[src/rtl/alu_exec_unit.sv]
// Registered execute-stage ALU with valid/ready handshake on both sides.
// Define ALU_SPLIT_ADD_EN to run add-class ops through a half-width adder over two cycles.
module alu_exec_unit #(
  parameter int XLEN = 32
) (
  input  logic            clk,
  input  logic            reset,
  input  logic            in_valid,
  output logic            in_ready,
  input  logic [3:0]      control_signal,
  input  logic [XLEN-1:0] op_a,
  input  logic [XLEN-1:0] op_b,
  output logic            out_valid,
  input  logic            out_ready,
  output logic [XLEN-1:0] result,
  output logic            zero,
  output logic            branch_taken
);
  typedef enum logic [1:0] {IDLE, CALC_HI, VALID} state_t;
  state_t state, state_nxt;

  logic            accept, add_cls, sub, split_op, br_c, add_br;
  logic [XLEN-1:0] b_eff, res_c, add_res;

  // Signed less-than comes from the difference sign corrected by overflow.
  function automatic logic branch_eval(input logic [3:0] code, input logic a_msb,
                                       input logic b_msb, input logic d_msb, input logic d_zero);
    logic lt;
    lt = d_msb ^ ((a_msb ^ b_msb) & (d_msb ^ a_msb));
    case (code)
      4'b0110: branch_eval = d_zero;
      4'b0100: branch_eval = lt;
      4'b0101: branch_eval = !lt;
      default: branch_eval = 1'b0;
    endcase
  endfunction

  assign add_cls   = control_signal inside {4'b0010, 4'b0110, 4'b0100, 4'b0101};
  assign sub       = control_signal[2];
  assign b_eff     = sub ? ~op_b : op_b;
  assign in_ready  = !reset && (state == IDLE || (state == VALID && out_ready));
  assign accept    = in_valid && in_ready;
  assign out_valid = (state == VALID);

`ifdef ALU_SPLIT_ADD_EN
  localparam int H = XLEN / 2;
  logic [H:0]      lo_c;
  logic [H-1:0]    lo_q, a_hi_q, bx_hi_q, hi_c;
  logic            cy_q;
  logic [3:0]      code_q;
  logic [XLEN-1:0] sum_s;
  logic            br_s;

  assign split_op = add_cls;
  assign add_res  = '0;
  assign add_br   = 1'b0;
  assign lo_c     = {1'b0, op_a[H-1:0]} + {1'b0, b_eff[H-1:0]} + {{H{1'b0}}, sub};

  // Low half and its carry are captured on accept; the high half finishes in CALC_HI.
  always_ff @(posedge clk) begin
    if (accept) begin
      lo_q    <= lo_c[H-1:0];
      cy_q    <= lo_c[H];
      a_hi_q  <= op_a[XLEN-1:H];
      bx_hi_q <= b_eff[XLEN-1:H];
      code_q  <= control_signal;
    end
  end

  assign hi_c  = a_hi_q + bx_hi_q + {{(H-1){1'b0}}, cy_q};
  assign sum_s = {hi_c, lo_q};
  assign br_s  = branch_eval(code_q, a_hi_q[H-1], bx_hi_q[H-1] ^ code_q[2],
                             hi_c[H-1], sum_s == '0);
`else
  logic [XLEN-1:0] sum_full;

  assign split_op = 1'b0;
  assign sum_full = op_a + b_eff + {{(XLEN-1){1'b0}}, sub};
  assign add_res  = sum_full;
  assign add_br   = branch_eval(control_signal, op_a[XLEN-1], op_b[XLEN-1],
                                sum_full[XLEN-1], sum_full == '0);
`endif

  always_comb begin
    res_c = '0;
    br_c  = 1'b0;
    case (control_signal)
      4'b0000: res_c = op_a & op_b;
      4'b0001: res_c = op_a | op_b;
      4'b0010, 4'b0110, 4'b0100, 4'b0101: begin
        res_c = add_res;
        br_c  = add_br;
      end
      default: ;
    endcase
  end

  always_comb begin
    state_nxt = state;
    case (state)
      IDLE:    if (accept) state_nxt = split_op ? CALC_HI : VALID;
      CALC_HI: state_nxt = VALID;
      VALID:   if (out_ready) state_nxt = in_valid ? (split_op ? CALC_HI : VALID) : IDLE;
      default: state_nxt = IDLE;
    endcase
  end

  always_ff @(posedge clk) begin
    if (reset) state <= IDLE;
    else       state <= state_nxt;
  end

  // Outputs only change on a single-cycle accept or at the end of CALC_HI.
  always_ff @(posedge clk) begin
    if (reset) begin
      result       <= '0;
      zero         <= 1'b0;
      branch_taken <= 1'b0;
    end else if (accept && !split_op) begin
      result       <= res_c;
      zero         <= (res_c == '0);
      branch_taken <= br_c;
`ifdef ALU_SPLIT_ADD_EN
    end else if (state == CALC_HI) begin
      result       <= sum_s;
      zero         <= (sum_s == '0);
      branch_taken <= br_s;
`endif
    end
  end
endmodule

[config.mk]
export PLATFORM = sky130hd
export DESIGN_NAME = alu_exec_unit
export DESIGN_NICKNAME = d
export VERILOG_FILES = /design/src/rtl/alu_exec_unit.sv
export SDC_FILE = /design/constraint.sdc
export NUM_CORES = 1
export LEC_CHECK = 0
export ABC_CLOCK_PERIOD_IN_PS = 6500
export CAP_MARGIN = 30
export CORE_AREA = 2 2 95 97
export DETAILED_ROUTE_END_ITERATION = 12
export DIE_AREA = 0 0 97 99
export PLACE_DENSITY_LB_ADDON = 0.25
export REMOVE_ABC_BUFFERS = 1
export SYNTH_ARGS = -nofsm -noshare
export SYNTH_HDL_FRONTEND = slang
export SYNTH_SLANG_ARGS = --single-unit
[constraint.sdc]
create_clock -name clk -period 6.5 [get_ports clk]
set_input_delay 1.3 -clock clk [delete_from_list [all_inputs] [get_ports clk]]
set_output_delay 1.3 -clock clk [all_outputs]
set_load 0.01 [all_outputs]
### Word level (Yosys, flattened, before mapping)

Cells that the tools add are included.

| storage, ports and cells | value |
|---|---|
| input port bits | 72 |
| output and inout port bits | 36 |
| word-level logic and storage cells | 42 |
| bits in registers | 36 |

| operators by class | value |
|---|---|
| reduce and logical (&&, ||, !) cells | 12 |
| muxes and demuxes | 8 |
| bitwise operators | 7 |
| add/subtract/negate cells | 2 |
| equal/unequal tests | 9 |

Operators by type and width:

| cell | number |
|---|---|
| $pmux 32 s3 | 1 |
| $logic_not 32->1 | 2 |
| $add 32x1->32 | 1 |
| $add 32x32->32 | 1 |
| $and 32x32->32 | 1 |
| $mux 32 | 1 |
| $not 32->32 | 1 |
| $or 32x32->32 | 1 |
| $eq 4x3->1 const B | 3 |
| $mux 2 | 3 |
| $pmux 2 s3 | 1 |
| $eq 4x1->1 const B | 1 |
| $eq 4x2->1 const B | 1 |
| $logic_not 4->1 | 1 |
| $reduce_or 4->1 | 1 |
| $logic_and 1x1->1 | 3 |
| $pmux 1 s3 | 1 |
| $xor 1x1->1 | 3 |
| $eq 2x1->1 const B | 1 |
| $eq 2x2->1 const B | 1 |
| $logic_not 1->1 | 2 |
| $logic_not 2->1 | 1 |
| $ne 2x1->1 const B | 1 |
| $ne 2x2->1 const B | 1 |
| other kinds (4) | 4 |

### Longest topological paths before layout

Gate-level depths: netlist of the first run.

| depth | value |
|---|---|
| depth in word-level cells | 10 |
| mapped depth | 16 |
| mapped depth without buffers | 14 |

### Worst setup path before layout of the first run

Ideal clock, no wire load.

| timing path | value |
|---|---|
| kind | input to register |
| start | input control_signal[2] |
| end | register branch_taken |
| required time | 6.442 ns |
| slack | 1.161 ns |
| arrival | 5.281 ns |
| setup time | 0.058 ns |
| stages on the path | 16 |
| cells stage by stage | clkbuf_1 clkbuf_1 xor2_1 ha_1 buf_2 and4_1 nand4_1 or2_4 o21ai_2 o311a_2 o21ai_1 a2111o_1 or4_1 or4b_1 nor4b_2 a211o_1 |

| on the way | value |
|---|---|
| longest elaborated chain between the ends | 9 |
| elaborated cells between the ends (all ways) | 15 |

Ends and longest elaborated chain:

| item | line | source |
|---|---|---|
| start: declaration | 10 | `input logic [3:0] control_signal,` |
| $mux 32 | 40 | `assign b_eff = sub ? ~op_b : op_b;` |
| $add 32x32->32 | 78 | `assign sum_full = op_a + b_eff + {{(XLEN-1){1'b0}}, sub};` |
| $add 32x1->32 | 78 |  |
| $xor 1x1->1 | 29 | `lt = d_msb ^ ((a_msb ^ b_msb) & (d_msb ^ a_msb));` |
| $and 1x1->1 | 29 |  |
| $xor 1x1->1 | 29 |  |
| $logic_not 1->1 | 33 | `4'b0101: branch_eval = !lt;` |
| $pmux 1 s3 | 30 | `case (code)` |
| $mux 1 (*) | 87 | `case (control_signal)` |
| end signal: assignment | 122 | `branch_taken <= br_c;` |
| end: declaration | 17 | `output logic branch_taken` |

Mark *: on every way between the ends. The rest lies on a longest branch, timed or not.
A chain may end at the register's enable or synchronous reset.

### Worst setup path after layout of the first run

Same ends and word-level chain as after synthesis.

==> reports/summary.md, run 1 <==
The run finished with clean final reports. Counting along the longest clock path gives a buffer depth of 2. The most used flip-flop cell after synthesis is dfxtp_1.

The destination of the worst register-to-register timing path was branch_taken. The run gives 578 as the synthesized instance count. During synthesis, Yosys emitted a total of 0 warnings.

From synthesis to final layout, the design area changed by 28.9%. The die is 99 µm tall. Tightest slew margin relative to the limit: 30.3%. The floorplan has 34 rows.

Final hold analysis gives a worst-case slack of 0.456 ns. The number of setup buffers added after CTS came out at 0. Routability-driven placement finished with a final weighted congestion of 0.933.

The element type at the critical path start was an input port. For the hold violation total from the final report, the log shows 0. The worst voltage drop across the vdd grid was 0.114 mV; the register-to-register path setup slack was 3.35 ns.

The clock reaches the later pin of the worst-skew pair after 0.30 ns. The worst reg-to-reg path cell count was 11; the post-synthesis area per instance was 7.33 µm². Clock root buffer master: clkbuf_8.

The biggest area contributor in the post-synthesis netlist is dfxtp_1. The synthesized design contains 0 enable-type register cells. The area of placed instances was 5370 µm²; the routed via count divided by cell count was 6.29.

The number of iterations in the first detailed-routing pass is 5. Sorting the synthesized cells by area gives the leading types as dfxtp_1, ha_1, xor2_1, maj3_1, a21oi_1. The mapped netlist covers 4240 µm². Sequential cells were found to cover 16.5% of the synthesized design area.

In this run the worst path has a maximum fanout of 27. The total wire length after detailed routing was 14,700 µm. In this run the power density over the cells is 180 nW/µm².

In this run the tool buffered the top-level ports with 107 buffer cells. After legalization and detailed placement, the total HPWL measured 11,700 µm. In this run the standard cell core region covers 8550 µm².

The tools report the worst reg2reg path startpoint as state[1]. In this run the biggest area consumer among cell types represents 16.5% of the synthesized area. For the number of global-route vias before repair, the log shows 4,504.

Beginning of the critical path: control_signal[2]. After the first detailed-routing iteration, the DRC count stood at 345. Across the routed clock network, the largest skew measured is 0.0142 ns. The number of max-slew violations in the final report is 0. The worst hold path cell count came out at 2. The final period utilization was 83.9%.

For this configuration, the core starts out at a cell density of 49.5%. The shortest period the worst path allows was 5.46 ns. The analysis attributes to cell leakage a power of 2.11 nW.

Data arrives at the worst endpoint at 5.70 ns. The first global-routing pass estimated 22,900 µm of wire. The overall track demand over capacity in global routing was 29.5%. The number of nets still failing antenna checks after routing is 0. The H-tree depth reported by CTS was 2; the area of the die was 9600 µm². For the post-cts gate resize count, the log shows 0.

The run gives 0 as the total of max-cap violations. The tools report the final total negative setup slack as 0 ns. By count the netlist is led by nand2_1, a21oi_1, o21ai_0. The number of antenna violations at the first check in global routing was 0.

After clock tree synthesis, the clock-pin slew on the worst setup and hold paths is 0.08 ns. Setup repair after global routing left no endpoint under its margin. STA puts the critical path data required time at 6.74 ns.

108 I/O pins were placed. Die extent in x: 97 µm. The number of hold buffers added after CTS was 0.

The flip-flop and latch count after synthesis was 35. The capturing element type of the critical path is a register. Measured on the finished design, the core utilization comes to 63.9%. Counting the buffers created by CTS gives 5. The run gives 4,851 as the via total after detailed routing. Of all flip-flops after synthesis, the portion carrying an async set or reset was 0%. TritonCTS built the clock tree. Fraction of final layout cells sized beyond drive strength 1: 3.32%.

For this run, the top clock speed supported by timing is 183 MHz. For this run, design rule violations remaining after detail routing come to 0. Clock tree synthesis found a total of 35 sinks.

For the count of cell types in the netlist, the log shows 62. For the pin with the worst max-slew slack, the measured transition is 1.04 ns. The path type of the worst setup path is input port to register. The kind of path behind the tightest hold check was register to register. Largest net degree at the start of global routing: 49. In the final design database the tool counted 769 nets.

Counting the fill cells in the layout gives 756. For this run the aggregate overflow at the end of global routing stands at 0. The most critical setup path has its endpoint at branch_taken.

With fillers left out, the area of the finished cells amounts to 5460 µm². The wire length per cell after detailed routing is 19.1 µm, and the count of antenna diodes in the layout is 0. nand2_1 is the most common cell in the netlist. Final count of negative-setup-slack endpoints: 0.
-- power by group --
part	internal, mW	switching, mW	leakage [nW]
registers	0.230	0.00775	0.286
clock network	0.0835	0.0920	0.0470
logic	0.237	0.330	1.78
-- how the worst min path moves through the flow --
stage / startpoint / endpoint / slack (ns)
2_1_floorplan: result[18] / result[18] / 0.48
3_3_place_gp: result[1] / result[1] / 0.44
3_5_place_dp: result[18] / result[18] / 0.45
4_1_cts: result[18] / result[18] / 0.46
5_1_grt: result[18] / result[18] / 0.47
6_report: result[18] / result[18] / 0.46
-- cell type report --
type | instances | area (µm²) | area share, %
timing repair buffer | 113 | 1130 | 20.7
clock buffer | 6 | 82.6 | 1.51
clock inverter | 1 | 5.00 | 0.0917
inverter | 15 | 56.3 | 1.03
multi-input combinational | 493 | 3350 | 61.3
sequential | 35 | 701 | 12.8
tap | 108 | 135 | 2.47
-- state kept, by name, indices dropped and copies added, names as in the netlist --
name / count
state: 1
branch_taken: 1
result: 32
zero: 1
-- through the flow --
stage	power, mW	setup slack, ns	instances
2_1_floorplan	0.588	1.83	543
6_report	0.981	1.04	771
5_1_grt	1.03	0.820	771
4_1_cts	0.970	1.12	771
3_3_place_gp	0.793	0.947	763
3_5_place_dp	0.797	0.825	764
-- routing by layer --
layer / up-vias / GRT usage, % / part of all wire (%)
li1: 2316 / - / -
met1: 2235 / 40.6 / 43
met2: 259 / 47.6 / 45
met3: 41 / 4.11 / 8.7
met4: 0 / 10.3 / 3.0
met5: - / 0 / 0
-- layout by cell type, fill, tap and decap left out, types with 7 or more instances in the layout --
master           count
dfxtp_1             35
xor2_1              44
nor2_1              34
inv_1               15
nand2_1             54
xnor2_1             15
nor4_1               8
a21oi_1             48
a21o_1              10
a22oi_1             14
maj3_1              27
ha_1                33
nand4_1             15
o21ai_0             47
nand3_1             29
clkdlybuf4s50_1    106
nor3_1               9
o21a_1               7
o21ai_1             11
-- critical path, stage by stage --
cell	delay, ns
buf_2	0.53
buf_4	0.40
xor2_1	0.11
ha_1	0.42
nand2_1	0.15
nor3_1	0.29
a32oi_1	0.17
o21ai_2	0.10
o311a_2	0.27
o21ai_1	0.10
a2111o_1	0.40
or4_1	0.51
or4b_1	0.49
nor4b_2	0.29
a211o_1	0.12
-- kinds of logic (layout without fill, tap and decap cells) --
| kind of cell | after synthesis | in the layout | share of synthesized area [%] |
|---|---|---|---|
| AO/OA/AOI/OAI | 188 | 188 | 28.1 |
| XOR/XNOR | 59 | 59 | 12.2 |
| adder cells (fa/ha/maj) | 61 | 61 | 16.6 |
| buffers and inverters | 50 | 135 | 4.52 |
| flip-flops | 35 | 35 | 16.5 |
| multiplexers | 3 | 3 | 0.738 |
| AND/OR/NAND/NOR | 182 | 182 | 21.4 |
(Power assumes the default switching activity.)
==> run 2, diff against run 1 <==
ABC_CLOCK_PERIOD_IN_PS = 5400   (was 6500)
clock period = 5.4 ns   (was 6.5 ns; I/O delays follow)
==> run 2 against run 1 <==
  * Routed wire length grew 0.65%
  * Cell area up 1.7%
  * Sequential share of layout area decreased by 0.22 points
  * Clock power rose by 55%
  * Largest cell class unchanged
  * Utilization up 1.1 points
  * Combinational power rose by 22%
  * Clock skew decreased by 0.0011 ns
==> reports/summary.md, run 2 (synthesized netlist as in run 1, its figures left out) <==
The run gives 0 (unchanged) as the number of setup buffers added after CTS. The worst register-to-register path begins at state[1]. Clock root buffer master: clkbuf_8.

The die extent in x was 97 µm (unchanged); the post-route core utilization was 65.0% (+1.1 points). In this run the worst hold path is classified as register to register. Setup repair after global routing left no endpoint under its margin. The count of antenna diodes in the layout is 0 (unchanged). For the number of nets in the layout, the log shows 776 (+0.91%).

The run gives 35 (unchanged) as the sink count of the clock tree. The fraction of final layout cells sized beyond drive strength 1 works out to 4.47% (+1.2 points). The post-DP HPWL is 11,800 µm (+0.67%). The tools report the leakage power as 2.17 nW (+2.4%).

The number of flip-flops under the largest register name works out to 32 (unchanged). The logs give 0 (unchanged) for the number of antenna violations at the first check in global routing and 49.5% (unchanged) for the starting density of the core. The post-cts gate resize count was 0 (unchanged); the via total after detailed routing was 4,866 (+0.31%). The smallest clock period supported by the final layout is computed as 4.97 ns.

The tools report the endpoint required time on the critical path as 5.66 ns (-1.08 ns). The tightest slew margin relative to the limit is 34.9% (+4.6 points), and the global-route wire length before repair is 23,800 µm (+3.8%). The flow ran to the end, and the final reports show no timing, DRC or antenna violations.

The beginning of the critical path is op_b[1]. The number of iterations in the first detailed-routing pass is 5 (unchanged), and the transition time at the pin with the least slew margin is 0.972 ns (-0.0681 ns). The clock-pin slew of the registers on the worst-case setup and hold paths works out to 0.10 ns (+0.02 ns).

The final period utilization came out at 92.0%. The clock insertion delay at the later pin of the skew report is 0.31 ns (about the same). The final standard cell count with taps included and fillers excluded is 779 (+1.0%). The run gives 0.931 (-0.27%) as the last weighted congestion value of the routability-driven placer. The element type at the critical path start is an input port. Critical-path maximum fanout: 3 (-89%). Most common cell after layout, fill and taps aside: clkdlybuf4s50_1. The maximum buffer depth of the clock tree was 2 (unchanged). The run gives 9600 µm² (unchanged) as the area of the die. The logs give 0 (unchanged) for the number of max-slew violations in the final report and 0 (unchanged) for the hold violation total from the final report. The run gives 30.3% (+0.75 points) as the overall track demand over capacity in global routing. The vertical extent of the die is 99 µm (unchanged).

The total of max-cap violations came out at 0 (unchanged). The routed via count divided by cell count is 6.25 (-0.72%), and the maximum frequency from static timing analysis is 201 MHz. The total power was 1.25 mW (+27%).

The worst voltage drop across the vdd grid came out at 0.0957 mV (-16%). The tools report the signal arrival time at the worst endpoint as 5.23 ns (-0.47 ns). Number of standard-cell rows in the floorplan: 34 (unchanged). The worst setup path is captured at a register. The tools report the number of ports placed on the die boundary as 108 (unchanged). The area of the core region is 8550 µm² (unchanged).

The total DRC errors in the routed layout is 0 (unchanged). The number of violations reported at the end of detailed-routing iteration 0 was 319 (-7.5%); the largest net degree at the start of global routing was 49 (unchanged). The wire length per cell after detailed routing came out at 19.0 µm (-0.39%). For the total global routing overflow, the log shows 0 (unchanged). Leaving out fill and tap cells, the most frequent cells in the layout are clkdlybuf4s50_1, nand2_1, a21oi_1. The H-tree depth reported by CTS was 2 (unchanged); the quantity of I/O buffers inserted on ports was 107 (unchanged). For the number of nets still failing antenna checks after routing, the log shows 0 (unchanged). TritonCTS built the clock tree. The register ranked first by flip-flop count is result. The run gives 0 (unchanged) as the number of hold buffers added after cts.

Final count of negative-setup-slack endpoints: 0 (unchanged). The number of cells in the design after placement came out at 771 (+0.92%). The synthesis-to-layout area growth was 31.1%; the setup skew after layout was 0.0131 ns (-0.00114 ns). The worst hold path begins at result[15]. The path type of the worst setup path is input port to register. The run gives 0 ns (unchanged) as the final total negative setup slack. The tools report the total wire length after detailed routing as 14,800 µm (+0.65%). For the number of global-route vias before repair, the log shows 4,767 (+5.8%). For the number of buffers inserted during clock tree synthesis, the log shows 5 (unchanged).

The power density over the cells works out to 225 nW/µm² (+25%).
[run 2: cell types whose count changed in the layout (fill, tap and decap cells not counted), sizes merged]
cell,delta
bufinv,+1
buf,+7
[run 2: final cells by class]
cell class | count | area [µm²]
Timing Repair Buffer | 120 | 1200
Multi-Input combinational cell | 493 | 3350
Sequential cell | 35 | 701
Clock buffer | 6 | 82.6
Tap cell | 108 | 135
Clock inverter | 2 | 35.0
Fill cell | 788 | 3000
Inverter | 15 | 56.3
[run 2: worst max-delay path, cell delays in order]
cell and delay (ns):
clkdlybuf4s50_1 0.50, xor2_1 0.21, inv_1 0.08, fa_1 0.43, xnor2_1 0.18, nor4_1 0.34
o21ai_1 0.11, a2111oi_0 0.37, nand4_1 0.14, nor4bb_1 0.36, nand4b_1 0.14, or4_1 0.41
or4b_1 0.49, nor4b_2 0.27, a211o_1 0.12
[run 2: report_power, final]
group | internal (mW) | leakage (nW) | switching (mW)
sequential | 0.277 | 0.286 | 0.00983
clock | 0.150 | 0.0612 | 0.122
combinational | 0.292 | 1.82 | 0.399
total | 0.719 | 2.17 | 0.530
[run 2: metal layers]
layer / global-route usage (%) / wire (µm) / vias to the layer above
met3: 4.40 / 1050 / 30
met5: 0 / 0 / -
li1: - / - / 2336
met2: 49.7 / 6630 / 211
met1: 41.4 / 6770 / 2289
met4: 8.99 / 341 / 0
[run 2: path summary, 6_finish.rpt]
path	depth (start not counted)	endpoint	slack [ns]
setup reg to reg	11	branch_taken	2.41
setup / recovery	15	branch_taken	0.43
hold / removal	2	result[15]	0.46
hold reg to reg	2	result[15]	0.46
[run 2: stage by stage]
step	setup slack [ns]	instance area [µm²]	hold slack (ns)
5_1_grt	0.213	5560	0.486
2_1_floorplan	0.945	4100	0.478
3_3_place_gp	0.286	5410	0.443
6_report	0.434	5560	0.464
4_1_cts	0.438	5560	0.465
3_5_place_dp	0.129	5440	0.451
==> run 3, diff against run 2 <==
ABC_CLOCK_PERIOD_IN_PS = 4100   (was 5400)
CORE_AREA = 2 2 99 101   (was 2 2 95 97)
CTS_CLUSTER_SIZE = 12   (was default)
DIE_AREA = 0 0 101 103   (was 0 0 97 99)
clock period = 4.1 ns   (was 5.4 ns; I/O delays follow)
==> run 3 against run 2 <==
  * The flow now finishes with violations (negative setup slack)
  * First-iteration DRC count up 13%
  * Utilization up 17 points
  * Clock power about the same
  * Critical path type unchanged
  * Cell area up 40%
  * Routed wire length up 32%
  * Critical endpoint unchanged
  * Sequential power up 32%
  * Highest routed layer unchanged
  * Via count up 22%
==> reports/summary.md, run 3 (synthesized netlist as in run 1, its figures left out) <==
The flow ran to the end, but the final reports show violations. The final reports fail on negative setup slack. The tightest slew margin relative to the limit came out at 32.4% (-2.5 points). Kind of path behind the tightest hold check: register to register.

The worst setup path is of the input port to register kind. The sink count of the clock tree is 35 (unchanged), and the power density over the cells is 275 nW/µm² (+22%). The logs give 13,400 µm (+14%) for the post-DP HPWL and 2 (+2) for the final count of negative-setup-slack endpoints. The run gives 5 (unchanged) as the number of iterations in the first detailed-routing pass.

TritonCTS built the clock tree. The quantity of I/O buffers inserted on ports was 107 (unchanged). The total of max-cap violations came out at 0 (unchanged). The area of the die is 10,400 µm² (+8.3%). The switching power summed over all nets was 0.888 mW (+68%); the last weighted congestion value of the routability-driven placer was 0.894 (-4.0%). The switching share of power is 41.6% (-0.86 points). STA classifies the critical path endpoint as a register. The number of nets in the layout is 989 (+27%), and the endpoint required time on the critical path is 4.36 ns (-1.30 ns).

The leakage power is 3.51 nW (+62%), and the clock insertion delay at the later pin of the skew report is 0.30 ns (about the same). The run gives 0 (unchanged) as the count of antenna diodes in the layout. The wire length per cell after detailed routing came out at 19.5 µm (+2.8%).

After layout, the minimum clock period comes to 4.31 ns. The number of global-route vias before repair is 5,526 (+16%), and the largest net degree at the start of global routing is 49 (unchanged). The logs give -0.220 ns (-0.220 ns) for the final total negative setup slack and 5,957 (+22%) for the via total after detailed routing. The total DRC errors in the routed layout is 0 (unchanged), and the vertical extent of the die is 103 µm (+4.0%).

The maximum frequency from static timing analysis is 232 MHz. The transition time at the pin with the least slew margin was 1.01 ns (+0.0375 ns); the fraction of power consumed by combinational cells was 69.7% (+14 points). The number of flip-flops under the largest register name was 32 (unchanged).

Area of the core region: 9460 µm² (+11%). The tools report the clock root buffer master as clkbuf_8. H-tree depth reported by CTS: 2 (unchanged). The total wire length after detailed routing is 19,500 µm (+32%). The logs give 1.25 mW (+74%) for the cell-internal power and 32.8% (+2.5 points) for the overall track demand over capacity in global routing. The run gives 0 (unchanged) as the number of nets still failing antenna checks after routing. The post-route worst setup slack was -0.208 ns (-0.642 ns). The maximum buffer depth of the clock tree came out at 2 (unchanged). Number of ports placed on the die boundary: 108 (unchanged). Setup repair after global routing could not meet its margin everywhere.

The number of antenna violations at the first check in global routing came out at 0 (unchanged). Starting density of the core: 44.8% (-4.8 points). Number of violations reported at the end of detailed-routing iteration 0: 361 (+13%). The number of buffers inserted during clock tree synthesis was 5 (unchanged). The number of standard-cell rows in the floorplan was 36 (+5.9%); the worst voltage drop across the vdd grid was 0.192 mV (+100%). The number of max-slew violations in the final report was 0 (unchanged); the die extent in x was 101 µm (+4.1%). The signal arrival time at the worst endpoint is 4.56 ns (-0.67 ns).

In the layout the commonest cells are buf_4, clkdlybuf4s50_1, nand2_1. Total global routing overflow: 0 (unchanged). The smallest hold slack was 0.460 ns (-0.00476 ns); the setup skew after layout was 0.00583 ns (-0.00725 ns). The fraction of final layout cells sized beyond drive strength 1 is 36.4% (+32 points).

Clock-pin slew of the registers on the worst-case setup and hold paths: 0.08 ns (-0.02 ns). The routed via count divided by cell count was 5.97 (-4.4%). The final period utilization came out at 105%.

The run gives 12.6% (-9.2 points) as the proportion of power drawn by the clock network. Compared with the post-synthesis result, the final layout area differs by 83.6%. The critical-path maximum fanout works out to 11 (+8). Counting flops per register, the top entry is result. The logs give 26,900 µm (+13%) for the global-route wire length before repair and 0 (unchanged) for the hold violation total from the final report. The run gives 17.7% (-5.3 points) as the relative contribution of sequential cells to total power. The worst setup path is launched from an input port. The most common cell after layout, fill and taps aside was buf_4.
## run 3: area by class of cell
cell class | count | area (µm²)
inverters | 15 | 56.3
clock buffers | 7 | 76.3
multi-input cells | 493 | 3940
repair buffers | 333 | 2860
flip-flops and latches | 35 | 701
fillers | 612 | 1680
well taps | 114 | 143
clock inverters | 1 | 5.00
## run 3: final timing paths
check	depth (start not counted)	slack (ns)	startpoint	endpoint
min	2	0.46	result[18]	result[18]
max	16	-0.21	control_signal[2]	branch_taken
max reg2reg	11	1.01	state[1]	branch_taken
min reg2reg	2	0.46	result[18]	result[18]
## run 3: worst max-delay path: stages
cell      delay, ns
buf_12         0.13
buf_12         0.15
xor2_1         0.30
ha_4           0.20
nand4_1        0.26
buf_4          0.25
nor4_4         0.18
a32oi_4        0.09
o21ai_4        0.11
o311a_4        0.24
nor4_2         0.05
a2111o_1       0.37
or4_4          0.51
or4b_4         0.51
nor4b_4        0.27
a211o_1        0.12
## run 3: repair_timing
item | 4_1_cts | 5_1_grt
hold buffers | 0 | 0
endpoints found under the setup margin | 4 | 4
buffers inserted | 23 | 14
resized for setup | 72 | 83
pin swaps | 49 | 45
cloned | 0 | 0
## run 3: power groups by stage
stage	registers (mW)	clock network [mW]	logic [mW]
after floorplan	0.396	0	0.536
after global placement	0.383	0	1.19
after detailed placement	0.385	0	1.20
after CTS	0.377	0.270	1.31
after global routing	0.380	0.285	1.58
final	0.379	0.270	1.49
## run 3: per-stage QoR
step	utilization [%]	setup slack, ns	total power, mW	instance area, µm²	instances
2_1_floorplan	-	-0.0946	0.932	4100	543
3_3_place_gp	71.4	-0.703	1.57	6750	952
3_5_place_dp	71.5	-0.955	1.59	6770	953
4_1_cts	76.5	-0.235	1.96	7230	984
5_1_grt	82.2	-0.262	2.24	7780	998
6_report	82.2	-0.208	2.14	7780	998
## run 3: per-layer routing
layer	GRT usage, %	vias up	part of all wire (%)
met1	42.0	2780	40
li1	-	2758	-
met3	3.93	84	7.2
met5	0	-	0
met2	57.9	335	49
met4	9.88	0	4.2
